==> config.mk <==
export PLATFORM = sky130hd
export DESIGN_NAME = pc_sequencer_flat
export DESIGN_NICKNAME = d
export VERILOG_FILES = /design/src/rtl/pc_sequencer_if.sv /design/src/rtl/pc_sequencer.sv /design/src/flat_wrapper.sv
export SDC_FILE = /design/constraint.sdc
export NUM_CORES = 1
export LEC_CHECK = 0
export BUFFER_PORTS_ARGS = -buffer_cell sky130_fd_sc_hd__buf_2
export CAP_MARGIN = 20
export CORE_AREA = 2 2 156 158
export CTS_BUF_LIST = sky130_fd_sc_hd__clkbuf_4
export DETAILED_ROUTE_END_ITERATION = 6
export DIE_AREA = 0 0 158 160
export PLACE_DENSITY = 0.69
export SLEW_MARGIN = 20
export SYNTH_ARGS = -nofsm -noshare
export SYNTH_HDL_FRONTEND = slang
export SYNTH_SLANG_ARGS = --single-unit
==> constraint.sdc <==
create_clock -name Clock -period 3.7 [get_ports Clock]
set_input_delay 0.37 -clock Clock [delete_from_list [all_inputs] [get_ports Clock]]
set_output_delay 0.37 -clock Clock [all_outputs]
set_load 0.05 [all_outputs]
==> src/rtl/pc_sequencer_if.sv <==
// pc_sequencer_if: bundles the step controls, operand fields and PC/nPC
// results exchanged between the control unit and the PC sequencer.
//
// Handshake: there is no valid/ready pair. Advance is a one-sided step
// enable. When it is sampled high at a falling clock edge, one pipeline step
// completes. When it is low, the sequencer holds its state. The exceptions
// are INIT and TRAP_ENTRY, which always complete in a single edge.
//
// Modports:
//   slave  - the sequencer (consumes Advance/operands, drives PC/nPC_Next...)
//   master - the control unit / testbench side
interface pc_sequencer_if;
    logic        Advance;
    logic [31:0] nPC;
    logic [2:0]  Op;
    logic        Cond_True;
    logic        Annul_Bit;
    logic        Branch_Always;
    logic [21:0] Disp22;
    logic [29:0] Disp30;
    logic [31:0] Jmp_Target;
    logic        Trap_Req;
    logic [7:0]  Trap_Type;
    logic [19:0] TBR_Base;
    logic [31:0] PC;
    logic [31:0] nPC_Next;
    logic        nPC_Load;
    logic        Annul_Slot;
    logic        Trap_Ack;
    logic [31:0] Saved_PC;
    logic [31:0] Saved_nPC;
    logic [1:0]  dbg_state;

    modport slave (
        input  Advance, nPC, Op, Cond_True, Annul_Bit, Branch_Always,
               Disp22, Disp30, Jmp_Target, Trap_Req, Trap_Type, TBR_Base,
        output PC, nPC_Next, nPC_Load, Annul_Slot, Trap_Ack,
               Saved_PC, Saved_nPC, dbg_state
    );

    modport master (
        output Advance, nPC, Op, Cond_True, Annul_Bit, Branch_Always,
               Disp22, Disp30, Jmp_Target, Trap_Req, Trap_Type, TBR_Base,
        input  PC, nPC_Next, nPC_Load, Annul_Slot, Trap_Ack,
               Saved_PC, Saved_nPC, dbg_state
    );
endinterface

==> src/rtl/pc_sequencer.sv <==
// pc_sequencer: owns the PC register and computes the next value of the
// external nPC register. It implements SPARC delayed control transfer:
// branches with the annul bit, CALL, JMPL/RETT, and trap vectoring
// through the TBR.
//
// Ports:
//   Clock    - system clock; all state updates on the falling edge
//   Reset_n  - asynchronous active-low reset
//   bus      - pc_sequencer_if.slave:
//              in : Advance, nPC, Op, Cond_True, Annul_Bit, Branch_Always,
//                   Disp22, Disp30, Jmp_Target, Trap_Req, Trap_Type, TBR_Base
//              out: PC, nPC_Next, nPC_Load, Annul_Slot, Trap_Ack,
//                   Saved_PC, Saved_nPC, dbg_state (FSM state encoding)
module pc_sequencer #(
    parameter logic [31:0] RESET_PC    = 32'h0000_0000,
    parameter logic [7:0]  TT_MISALIGN = 8'h07
) (
    input logic           Clock,
    input logic           Reset_n,
    pc_sequencer_if.slave bus
);

    typedef enum logic [1:0] {
        INIT       = 2'd0,
        RUN        = 2'd1,
        ANNUL      = 2'd2,
        TRAP_ENTRY = 2'd3
    } state_t;

    localparam logic [2:0] OP_BRANCH = 3'b001;
    localparam logic [2:0] OP_CALL   = 3'b010;
    localparam logic [2:0] OP_JMPL   = 3'b011;
    localparam logic [2:0] OP_RETT   = 3'b100;

    state_t      state;
    logic [31:0] pc_q;
    logic [31:0] saved_pc_q;
    logic [31:0] saved_npc_q;
    logic        annul_q;
    logic        ack_q;

    logic        is_branch;
    logic        is_call;
    logic        is_jump;
    logic        misaligned;
    logic        trap_take;
    logic        br_taken;
    logic        br_annul;
    logic [7:0]  eff_tt;
    logic [31:0] vector;
    logic [31:0] br_off;
    logic [31:0] call_off;
    logic [31:0] npc_next;
    logic        npc_load;

    assign is_branch = (bus.Op == OP_BRANCH);
    assign is_call   = (bus.Op == OP_CALL);
    assign is_jump   = (bus.Op == OP_JMPL) || (bus.Op == OP_RETT);

    // An alignment fault is only meaningful for a jump that is actually
    // being executed, so it is qualified with the op.
    assign misaligned = is_jump && (bus.Jmp_Target[1:0] != 2'b00);
    assign trap_take  = (state == RUN) && bus.Advance && (bus.Trap_Req || misaligned);

    // An external trap request outranks an alignment fault from the same step.
    assign eff_tt = bus.Trap_Req ? bus.Trap_Type : TT_MISALIGN;
    assign vector = {bus.TBR_Base, eff_tt, 4'b0000};

    // BA counts as taken even if the condition logic reports false.
    assign br_taken = bus.Cond_True || bus.Branch_Always;
    // Annul the slot of an untaken conditional branch, or of BA ("ba,a").
    assign br_annul = bus.Annul_Bit && (!bus.Cond_True || bus.Branch_Always);

    assign br_off   = {{8{bus.Disp22[21]}}, bus.Disp22, 2'b00};
    assign call_off = {bus.Disp30, 2'b00};

    always_comb begin
        npc_next = bus.nPC + 32'd4;
        npc_load = 1'b0;
        case (state)
            INIT: begin
                npc_next = RESET_PC + 32'd4;
                npc_load = 1'b1;
            end
            RUN: begin
                if (bus.Advance) begin
                    npc_load = 1'b1;
                    if (trap_take) begin
                        // nPC loads Vector+4 on the same edge that PC loads Vector.
                        npc_next = vector + 32'd4;
                    end else if (is_branch) begin
                        if (br_taken) npc_next = pc_q + br_off;
                    end else if (is_call) begin
                        npc_next = pc_q + call_off;
                    end else if (is_jump) begin
                        npc_next = bus.Jmp_Target;
                    end
                end
            end
            ANNUL: begin
                // The squashed slot always sequences as SEQ.
                npc_load = bus.Advance;
            end
            TRAP_ENTRY: begin
                // nPC already holds the vector successor; this value is not loaded.
                npc_next = pc_q + 32'd4;
            end
            default: begin
                npc_load = 1'b0;
            end
        endcase
    end

    always_ff @(negedge Clock or negedge Reset_n) begin
        if (!Reset_n) begin
            state       <= INIT;
            pc_q        <= RESET_PC;
            saved_pc_q  <= 32'h0;
            saved_npc_q <= 32'h0;
            annul_q     <= 1'b0;
            ack_q       <= 1'b0;
        end else begin
            case (state)
                INIT: begin
                    state <= RUN;
                end
                RUN: begin
                    if (bus.Advance) begin
                        if (trap_take) begin
                            saved_pc_q  <= pc_q;
                            saved_npc_q <= bus.nPC;
                            pc_q        <= vector;
                            state       <= TRAP_ENTRY;
                            ack_q       <= 1'b1;
                        end else begin
                            pc_q <= bus.nPC;
                            if (is_branch && br_annul) begin
                                state   <= ANNUL;
                                annul_q <= 1'b1;
                            end
                        end
                    end
                end
                ANNUL: begin
                    if (bus.Advance) begin
                        pc_q    <= bus.nPC;
                        state   <= RUN;
                        annul_q <= 1'b0;
                    end
                end
                TRAP_ENTRY: begin
                    state <= RUN;
                    ack_q <= 1'b0;
                end
                default: begin
                    state   <= INIT;
                    annul_q <= 1'b0;
                    ack_q   <= 1'b0;
                end
            endcase
        end
    end

    assign bus.PC         = pc_q;
    assign bus.nPC_Next   = npc_next;
    assign bus.nPC_Load   = npc_load;
    assign bus.Annul_Slot = annul_q;
    assign bus.Trap_Ack   = ack_q;
    assign bus.Saved_PC   = saved_pc_q;
    assign bus.Saved_nPC  = saved_npc_q;
    assign bus.dbg_state  = state;

endmodule

==> src/flat_wrapper.sv <==
// flat-port wrapper written by rule: the top's interface ports become plain ports
module pc_sequencer_flat 
#(
    parameter logic [31:0] RESET_PC    = 32'h0000_0000,
    parameter logic [7:0]  TT_MISALIGN = 8'h07
)
  (Clock, Reset_n, bus_Advance, bus_nPC, bus_Op, bus_Cond_True, bus_Annul_Bit, bus_Branch_Always, bus_Disp22, bus_Disp30, bus_Jmp_Target, bus_Trap_Req, bus_Trap_Type, bus_TBR_Base, bus_PC, bus_nPC_Next, bus_nPC_Load, bus_Annul_Slot, bus_Trap_Ack, bus_Saved_PC, bus_Saved_nPC, bus_dbg_state);
  pc_sequencer_if bus_i ();
  input logic Clock;
  input logic Reset_n;
  input wire logic [$bits(bus_i.Advance)-1:0] bus_Advance;
  input wire logic [$bits(bus_i.nPC)-1:0] bus_nPC;
  input wire logic [$bits(bus_i.Op)-1:0] bus_Op;
  input wire logic [$bits(bus_i.Cond_True)-1:0] bus_Cond_True;
  input wire logic [$bits(bus_i.Annul_Bit)-1:0] bus_Annul_Bit;
  input wire logic [$bits(bus_i.Branch_Always)-1:0] bus_Branch_Always;
  input wire logic [$bits(bus_i.Disp22)-1:0] bus_Disp22;
  input wire logic [$bits(bus_i.Disp30)-1:0] bus_Disp30;
  input wire logic [$bits(bus_i.Jmp_Target)-1:0] bus_Jmp_Target;
  input wire logic [$bits(bus_i.Trap_Req)-1:0] bus_Trap_Req;
  input wire logic [$bits(bus_i.Trap_Type)-1:0] bus_Trap_Type;
  input wire logic [$bits(bus_i.TBR_Base)-1:0] bus_TBR_Base;
  output wire logic [$bits(bus_i.PC)-1:0] bus_PC;
  output wire logic [$bits(bus_i.nPC_Next)-1:0] bus_nPC_Next;
  output wire logic [$bits(bus_i.nPC_Load)-1:0] bus_nPC_Load;
  output wire logic [$bits(bus_i.Annul_Slot)-1:0] bus_Annul_Slot;
  output wire logic [$bits(bus_i.Trap_Ack)-1:0] bus_Trap_Ack;
  output wire logic [$bits(bus_i.Saved_PC)-1:0] bus_Saved_PC;
  output wire logic [$bits(bus_i.Saved_nPC)-1:0] bus_Saved_nPC;
  output wire logic [$bits(bus_i.dbg_state)-1:0] bus_dbg_state;
  assign bus_i.Advance = bus_Advance;
  assign bus_i.nPC = bus_nPC;
  assign bus_i.Op = bus_Op;
  assign bus_i.Cond_True = bus_Cond_True;
  assign bus_i.Annul_Bit = bus_Annul_Bit;
  assign bus_i.Branch_Always = bus_Branch_Always;
  assign bus_i.Disp22 = bus_Disp22;
  assign bus_i.Disp30 = bus_Disp30;
  assign bus_i.Jmp_Target = bus_Jmp_Target;
  assign bus_i.Trap_Req = bus_Trap_Req;
  assign bus_i.Trap_Type = bus_Trap_Type;
  assign bus_i.TBR_Base = bus_TBR_Base;
  assign bus_PC = bus_i.PC;
  assign bus_nPC_Next = bus_i.nPC_Next;
  assign bus_nPC_Load = bus_i.nPC_Load;
  assign bus_Annul_Slot = bus_i.Annul_Slot;
  assign bus_Trap_Ack = bus_i.Trap_Ack;
  assign bus_Saved_PC = bus_i.Saved_PC;
  assign bus_Saved_nPC = bus_i.Saved_nPC;
  assign bus_dbg_state = bus_i.dbg_state;
  pc_sequencer #(.RESET_PC(RESET_PC), .TT_MISALIGN(TT_MISALIGN)) u_core (.Clock(Clock), .Reset_n(Reset_n), .bus(bus_i));
endmodule
==> results of run 1 <==
[power groups by stage]
stage / Combinational [uW] / Clock (uW) / Sequential (uW)
after detailed placement: 11600 / 0 / 2050
final: 13300 / 614 / 2030
after CTS: 12500 / 623 / 2030
after global routing: 14000 / 664 / 2100
after global placement: 11500 / 0 / 2030
after floorplan: 5090 / 0 / 4000
[per-layer routing]
metal / share of wire, % / vias up / wire length [microns]
li1: - / 6467 / -
met1: 39 / 6698 / 20080
met2: 45 / 902 / 23490
met3: 9.5 / 219 / 4953
met4: 6.7 / 2 / 3470
met5: 0.025 / - / 13
[registers in the layout, summed over array words and instances (netlist names)]
| name | count |
|---|---|
| u_core.bus.PC | 32 |
| u_core.bus.Saved_PC | 32 |
| u_core.bus.Trap_Ack | 1 |
| u_core.bus.Annul_Slot | 1 |
| u_core.bus.dbg_state | 2 |
| u_core.bus.Saved_nPC | 32 |
[layout make-up]
| type | count | area, sq um | area share [%] |
|---|---|---|---|
| clock buffers | 9 | 67.56 | 0.3951 |
| clock inverters | 7 | 58.81 | 0.3438 |
| multi-input cells | 1231 | 8969 | 52.44 |
| well taps | 324 | 405.4 | 2.370 |
| repair buffers | 689 | 4985 | 29.15 |
| diodes | 1 | 2.502 | 0.01463 |
| inverters | 28 | 112.6 | 0.6584 |
| flip-flops and latches | 100 | 2502 | 14.63 |
[synthesized netlist by cell type (4+ instances only)]
cell       instances  share of area [%]
o31ai_1            5               0.36
nand2_1          321                 11
and4_1            10               0.83
inv_1             27               0.96
o21a_1             9               0.64
a22oi_1           18                1.3
o22ai_1           17                1.0
xnor2_1           65                5.4
dfrtn_1          100                 24
or3_1              7               0.42
mux2i_1           28                2.7
nor3_1            18               0.86
o211ai_1          19                1.4
nand3_1           37                1.8
a21o_1            34                2.4
a21oi_1          109                5.2
a221oi_1          13                1.1
nor2b_1           11               0.65
a211oi_1          28                2.0
buf_2             10               0.48
and3_1            23                1.4
o21bai_1          11               0.79
a221o_1            8               0.76
nand4_1           25                1.5
clkbuf_1          71                2.5
buf_1              4               0.14
a31oi_1           11               0.65
o2111ai_1          4               0.33
o21ai_0           99                4.7
nand2b_1          10               0.60
and2_1            16               0.95
a32oi_1            7               0.58
o221ai_1          14                1.2
nor2_1            96                3.4
xor2_1            33                2.7
ha_1              64                7.6
[kinds of logic after synthesis]
family,after synthesis
AOI/OAI and AO/OA,448
xor gates and xnor gates,98
adders and majority gates,66
buffers and inverters,113
DFF,100
muxes,30
and+or+nand+nor,589
[critical path, cell delays in order, from the launching register on]
cell and delay (ns):
dfrtn_1 0.48, ha_4 0.22, a211oi_2 0.20, nor2_1 0.09, o31a_1 0.28, or4_4 0.56, a221o_1 0.35, a211oi_2 0.29
xnor2_2 0.18, a31oi_2 0.14, a211oi_4 0.30, buf_12 0.18
[per-stage QoR]
stage	worst slack, ns	instances	hold slack [ns]	area [sq um]	setup TNS [ns]
floorplan	-1.990	1444	0.7303	11310	-41.57
global placement	-1.858	2340	0.4123	15610	-53.62
detailed placement	-1.910	2340	0.4170	15610	-57.03
CTS	-2.246	2375	0.4223	16640	-54.05
global route	-2.320	2389	0.4387	17100	-58.69
finish	-2.235	2389	0.4209	17100	-55.32
[repair_timing]
action,4_1_cts,5_1_grt
pin swaps,78,81
endpoints found under the setup margin,37,42
resized for setup,183,86
setup buffers,22,23
[worst min path at each step]
stage                                    end  depth (start not counted)                      from  slack, ns
floorplan              u_core.bus.Annul_Slot                          2     u_core.bus.Annul_Slot       0.73
global placement    u_core.bus.Saved_nPC[27]                          2  u_core.bus.Saved_nPC[27]       0.41
detailed placement  u_core.bus.Saved_nPC[16]                          2  u_core.bus.Saved_nPC[16]       0.42
CTS                 u_core.bus.Saved_nPC[27]                          2  u_core.bus.Saved_nPC[27]       0.42
global route         u_core.bus.Saved_PC[16]                          2   u_core.bus.Saved_PC[16]       0.44
finish               u_core.bus.Saved_nPC[0]                          2   u_core.bus.Saved_nPC[0]       0.42
==> run_results.csv, run 1 <==
group,metric,value,unit
clocking,holdBufCountCts,0,
power,power.internal,7185,uW
clocking,cts_tree,"done",
synthesis,yosys.area_share.xor_xnor,8.165,%
clocking,cts_root_buffer,"clkbuf_4",
placed_design,hpwl,40.74,mm
power,finalPower,15940,uW
global_route,grt_pass1_vias,13930,
clocking,clk_pin_slew,0.13,ns
global_route,grtUsageMet2,64.21,%
sta,fin_skew,0.02573,ns
cells_and_area,syn_to_final_growth,62.69,%
critical_path,reg2reg_depth,10,
floorplan,io_pins,287,
placed_design,gp_congestion,1.026,
power,switchingPower,8753,uW
synthesis,mappedNetlistArea,10510,sq um
status,violations,"negative setup slack",
synthesis,syn_inst,1444,
global_route,antenna_found_initial,2,
critical_path,crit_arrival,5.56,ns
synthesis,synth-seq-area-share,23.80,%
critical_path,required,3.33,ns
cells_and_area,fill_cells,1977,
clocking,cts_inserted_buffers,9,
drt,via_per_inst,5.981,
drt,vias,14290,
cells_and_area,final_cell_mix,"buf_4, nand2_1, buf_2",
sta,hold_viol_final,0,
power,p_seq_share,12.7,%
power,leakagePower,0.008246,uW
critical_path,setup.worst_path.end,"bus_nPC_Next[30]",
floorplan,die_h,160,microns
synthesis,syn_nets,1664,
worst_hold_path,min_path_type,"reg -> reg",
synthesis,synth_cell_type_count,71,
drt,first_pass_iters,6,
clocking,htree_levels,3,
placed_design,io_buffers,286,
critical_path,regToRegSetupSlack,1.54,ns
cells_and_area,final_util,71.80,%
synthesis,avgSynthCellArea,7.280,sq um
power,combinationalPowerShare,83.4,%
drt,drt-initial-drc-count,1613,
critical_path,startpoint,"u_core.bus.PC[9]",
sta,slew_violations,0,
synthesis,yosys-mux-area-fraction,2.880,%
synthesis,synth_edf_count,0,
critical_path,reg2reg_from,"u_core.bus.dbg_state[0]",
critical_path,reg2reg_to,"u_core.bus.PC[25]",
critical_path,cp_max_fo,2,
sta,worstMarginPinSlew,0.9402,ns
cells_and_area,nets,2279,
critical_path,end_kind,"output port",
sta,setup_viol,33,
job,cap_violations,0,
drt,avgRoutedWirePerCell,21.77,microns
power,powerDensity,931.9,nW/um^2
global_route,grt_pass1_wl,77.83,mm
drt,wirelength,52.01,mm
sta,fin_ws,-2.235,ns
global_route,grt_overflow,0,
clocking,clock_sinks,100,
synthesis,synthSimpleGateAreaFrac,24.90,%
critical_path,criticalPathCategory,"reg -> out",
synthesis,async_reset_ff_share,100.0,%
global_route,grt_use_met1,51.24,%
status,outcome,"complete, but fails checks",
global_route,busiest_layer,"met2",
clocking,clkLatencyLatePin,0.46,ns
floorplan,die_w,158,microns
drt,drc,0,
floorplan,core,23820,sq um
cells_and_area,drive_above_1_share,43.56,%
power,power_switching_share,54.92,%
global_route,use_met3,6.377,%
drt,drtAntennaViolNets,0,
global_route,grt_max_degree,71,
synthesis,yosys_warnings,0,
floorplan,start_util,44.13,%
sta,slew_headroom,36.90,%
critical_path,cp-start-kind,"register",
floorplan,core.rowCount,57,
synthesis,synth_compound_area_share,28.10,%
synthesis,synth.ff_latch_count,100,
sta,rsz0062_at_grt,"yes",
clocking,cts_buffer_depth,2,
synthesis,yosys.area_share.adder,7.998,%
floorplan,die-area,25280,sq um
power,p_clk_share,3.9,%
cells_and_area,final_common_cell,"buf_4",
power,ir_drop,0.0007004,V
synthesis,synth_top_family_by_area,"compound AO/OA/AOI/OAI gates",
synthesis,ys.flop_type,"dfrtn_1",
global_route,grtUsageTotal,40.04,%
Note: power is estimated with default switching activity, not from simulation.
==> run 2: changes to the inputs <==
==> constraint.sdc (replaced) <==
create_clock -name Clock -period 3.7 [get_ports Clock]
set_input_delay 0.37 -clock Clock [delete_from_list [all_inputs] [get_ports Clock]]
set_output_delay 0.37 -clock Clock [all_outputs]
set_load 0.1 [all_outputs]
==> run_results.csv, run 2 (synthesis results as in run 1) <==
group,metric,value,unit
global_route,grt_pass1_wl,82.94,mm
clocking,cts_root_buffer,"clkbuf_4",
placed_design,io_buffers,286,
clocking,cts_buffer_depth,2,
worst_hold_path,min_path_cells,2,
cells_and_area,syn_to_final_growth,72.35,%
drt,first_pass_iters,5,
drt,drt-initial-drc-count,1492,
critical_path,crit_arrival,5.57,ns
critical_path,startpoint,"u_core.bus.PC[9]",
floorplan,die_w,158,microns
drt,drc,0,
global_route,antenna_found_initial,1,
critical_path,reg2reg_depth,9,
critical_path,cp_max_fo,3,
critical_path,reg2reg_to,"u_core.bus.PC[20]",
placed_design,dpl_cell_area,16300,sq um
status,outcome,"complete, but fails checks",
drt,wirelength,56.63,mm
placed_design,preCtsSetupSlack,-1.794,ns
placed_design,gp_congestion,1.038,
global_route,grtUsageTotal,43.24,%
critical_path,criticalPathCategory,"reg -> out",
sta,slew_headroom,29.81,%
cells_and_area,drive_above_1_share,45.34,%
worst_hold_path,min_to,"u_core.bus.Saved_PC[19]",
drt,via_per_inst,6.074,
critical_path,reg2reg_from,"u_core.bus.dbg_state[0]",
cells_and_area,design_area,18120,sq um
power,leakagePower,0.008590,uW
global_route,grt_pass1_vias,14390,
critical_path,regToRegSetupSlack,1.30,ns
cells_and_area,finalNonFillerCells,2398,
drt,avgRoutedWirePerCell,23.62,microns
worst_hold_path,timing.hold.worst.start,"u_core.bus.Saved_PC[19]",
cells_and_area,nets,2288,
cells_and_area,final_cell_mix,"buf_4, nand2_1, buf_2",
clocking,cts_tree,"done",
global_route,grt_overflow,0,
floorplan,die-area,25280,sq um
floorplan,core,23820,sq um
clocking,holdBufCountCts,0,
clocking,cts_inserted_buffers,9,
sta,setup_viol,33,
global_route,grt_max_degree,101,
sta,rsz0062_at_grt,"yes",
drt,vias,14570,
drt,drtAntennaViolNets,0,
cells_and_area,final_common_cell,"buf_4",
placed_design,dp.cells,2330,
critical_path,cp-start-kind,"register",
sta,fin_skew,0.02628,ns
floorplan,start_util,44.13,%
power,powerDensity,1103,nW/um^2
clocking,clock_sinks,100,
sta,hold_viol_final,0,
critical_path,end_kind,"output port",
clocking,clk_pin_slew,0.12,ns
critical_path,required,3.33,ns
sta,worstMarginPinSlew,1.046,ns
sta,fin_ws,-2.244,ns
worst_hold_path,min_path_type,"reg -> reg",
clocking,clkLatencyLatePin,0.46,ns
floorplan,io_pins,287,
sta,slew_violations,0,
placed_design,hpwl,43.36,mm
floorplan,die_h,160,microns
status,violations,"negative setup slack",
floorplan,core.rowCount,57,
power,ir_drop,0.0009745,V
job,cap_violations,0,
clocking,htree_levels,3,
-- run 2: layout make-up --
class,count,area (sq um)
well taps,324,405.4
multi-input cells,1231,9208
fillers,1763,5702
repair buffers,698,5725
clock inverters,7,97.59
diodes,1,2.502
inverters,28,110.1
clock buffers,9,67.56
flip-flops and latches,100,2502
-- run 2: worst max-delay path, stage by stage (launching register included) --
cell      delay (ns)
dfrtn_1         0.49
ha_4            0.22
a211oi_2        0.23
nor2_2          0.07
o31a_1          0.32
or4_4           0.58
a221o_1         0.35
a211oi_2        0.21
xnor2_1         0.16
a31oi_2         0.13
a211oi_4        0.28
buf_12          0.21
-- run 2: what timing repair did --
| action | CTS | global route |
|---|---|---|
| cloned | 0 | 1 |
| resized for setup | 187 | 80 |
| pin swaps | 108 | 77 |
| buffers inserted | 35 | 27 |
| setup endpoints to repair | 56 | 54 |
-- run 2: how the worst max path moves through the flow --
stage | cells after the start | end
after floorplan | 10 | bus_nPC_Next[30]
after global placement | 13 | bus_nPC_Next[24]
after detailed placement | 13 | bus_nPC_Next[24]
after CTS | 11 | bus_nPC_Next[30]
after global routing | 15 | bus_nPC_Next[24]
final | 11 | bus_nPC_Next[30]
-- run 2: per-layer routing --
metal	part of all wire (%)	vias up	track usage [%]	routed length [microns]
li1	-	6468	-	-
met1	38	6951	53.67	21680
met5	0	-	0	0
met3	8.7	221	6.459	4907
met4	6.6	0	24.53	3735
met2	46	926	71.21	26310
-- run 2: per-stage QoR --
stage	hold slack (ns)	total power (uW)	util (%)	setup TNS, ns
2_1_floorplan	0.9641	11870	-	-59.72
4_1_cts	0.4223	19300	73.74	-54.54
3_3_place_gp	0.4125	17320	68.41	-49.47
6_report	0.4180	19980	76.06	-56.41
3_5_place_dp	0.4175	17470	68.41	-55.76
5_1_grt	0.4497	20730	76.06	-59.69
-- run 2: power breakdown --
| part | switching (uW) | internal [uW] | total [uW] |
|---|---|---|---|
| Combinational | 11000 | 6190 | 17200 |
| Sequential | 400 | 1660 | 2060 |
| Clock | 470 | 277 | 748 |
==> run 3: changes to the inputs <==
Settings changed: SKIP_CTS_REPAIR_TIMING set to 1.
==> run_results.csv, run 3 (synthesis results as in run 1) <==
group,metric,value,unit
status,outcome,"complete, but fails checks",
status,violations,"negative setup slack",
clocking,clk_pin_slew,0.12,ns
critical_path,end_kind,"output port",
clocking,cts_root_buffer,"clkbuf_4",
job,cap_violations,0,
clocking,cts_tree,"done",
cells_and_area,nets,2264,
sta,fin_ws,-2.239,ns
power,leakagePower,0.008360,uW
global_route,grtUsageTotal,41.73,%
power,combinationalPowerShare,85.5,%
global_route,grt_overflow,0,
sta,rsz0062_at_grt,"yes",
clocking,htree_levels,3,
sta,slew_violations,0,
floorplan,core.rowCount,57,
drt,drtAntennaViolNets,0,
floorplan,io_pins,287,
drt,first_pass_iters,5,
cells_and_area,final_cell_mix,"buf_4, nand2_1, buf_2",
cells_and_area,design_area,17580,sq um
sta,worstMarginPinSlew,1.041,ns
sta,slew_headroom,30.17,%
cells_and_area,finalNonFillerCells,2374,
floorplan,core,23820,sq um
drt,wirelength,55.37,mm
critical_path,crit_arrival,5.57,ns
clocking,cts_inserted_buffers,9,
cells_and_area,final_common_cell,"buf_4",
drt,via_per_inst,6.054,
critical_path,cp-start-kind,"register",
drt,drc,0,
power,ir_drop,0.001159,V
floorplan,start_util,44.13,%
floorplan,die_w,158,microns
critical_path,cpMaxStageDelayCell,"dfrtn_1",
cells_and_area,syn_to_final_growth,67.23,%
placed_design,hpwl,43.36,mm
clocking,clock_sinks,100,
placed_design,io_buffers,286,
drt,drt-initial-drc-count,1276,
critical_path,max_stage_delay,0.49,ns
drt,vias,14370,
global_route,grt_pass1_wl,79.68,mm
clocking,cts_buffer_depth,2,
cells_and_area,drive_above_1_share,43.29,%
power,power_switching_share,59.78,%
critical_path,worstPathCellList,"ha_4, a211oi_2, nor2_1, o31a_1, o311ai_1, a21oi_1, o211a_1, a2111oi_4, buf_4, nor2b_2, o22ai_4, buf_12",
global_route,grt_max_degree,101,
placed_design,dp.cells,2330,
critical_path,criticalPathCategory,"reg -> out",
critical_path,cp_max_fo,3,
sta,fin_skew,0.02347,ns
clocking,clkLatencyLatePin,0.46,ns
floorplan,die_h,160,microns
power,power.internal,7815,uW
power,p_clk_share,3.8,%
global_route,antenna_found_initial,1,
floorplan,die-area,25280,sq um
worst_hold_path,min_path_type,"reg -> reg",
critical_path,required,3.33,ns
sta,hold_viol_final,0,
power,switchingPower,11610,uW
drt,avgRoutedWirePerCell,23.32,microns
power,p_seq_share,10.6,%
global_route,grt_pass1_vias,13690,
placed_design,dpl_cell_area,16300,sq um
placed_design,gp_congestion,1.038,
sta,setup_viol,35,
power,powerDensity,1105,nW/um^2
[run 3: path summary, 6_finish.rpt]
kind	slack (ns)	depth (start not counted)	from	endpoint
worst max-delay path	-2.24	12	u_core.bus.PC[9]	bus_nPC_Next[24]
max in group asynchronous	1.52	2	Reset_n	u_core.bus.Saved_PC[17]
worst min register to register	0.42	2	u_core.bus.Saved_PC[19]	u_core.bus.Saved_PC[19]
min in group asynchronous	1.67	2	Reset_n	u_core.bus.Saved_PC[29]
worst max register to register	1.43	8	u_core.bus.dbg_state[0]	u_core.bus.PC[16]
worst min-delay path	0.42	2	u_core.bus.Saved_PC[19]	u_core.bus.Saved_PC[19]
[run 3: metal layers]
layer,vias to the layer above,track usage [%],wire length [microns]
li1,6440,-,-
met1,6861,52.84,21280
met2,875,68.56,25690
met3,197,6.242,4797
met4,0,21.50,3613
met5,-,0,0
[run 3: layout make-up]
class / instances / area, sq um
sequential: 100 / 2502
clock buffer: 9 / 67.56
multi-input combinational: 1231 / 8980
inverter: 28 / 108.9
timing repair buffer: 674 / 5416
antenna: 1 / 2.502
clock inverter: 7 / 97.59
tap: 324 / 405.4
fill: 1872 / 6240
[run 3: critical path: cells and delay by family, from the launching register on]
family          cells  cell delay (ns)
simple gates        2             0.17
compound gates      7             1.98
buf+inv             2             0.40
flops               1             0.49
fa+ha+maj           1             0.23
[run 3: through the flow]
stage	setup TNS (ns)	util (%)	setup WS [ns]	power (uW)	hold WS [ns]
after floorplan	-59.72	-	-2.677	11870	0.9641
after global placement	-49.47	68.41	-1.703	17320	0.4125
after detailed placement	-55.76	68.41	-1.794	17470	0.4175
after CTS	-59.30	69.10	-2.332	18270	0.4223
after global routing	-59.54	73.80	-2.369	20190	0.4497
final	-56.02	73.80	-2.239	19430	0.4190
[run 3: power by group through the flow]
stage | combinational, uW | clock, uW | sequential, uW
2_1_floorplan | 5890 | 0 | 5990
3_3_place_gp | 15300 | 0 | 2050
3_5_place_dp | 15400 | 0 | 2070
4_1_cts | 15500 | 754 | 2060
5_1_grt | 17300 | 776 | 2130
6_report | 16600 | 747 | 2070
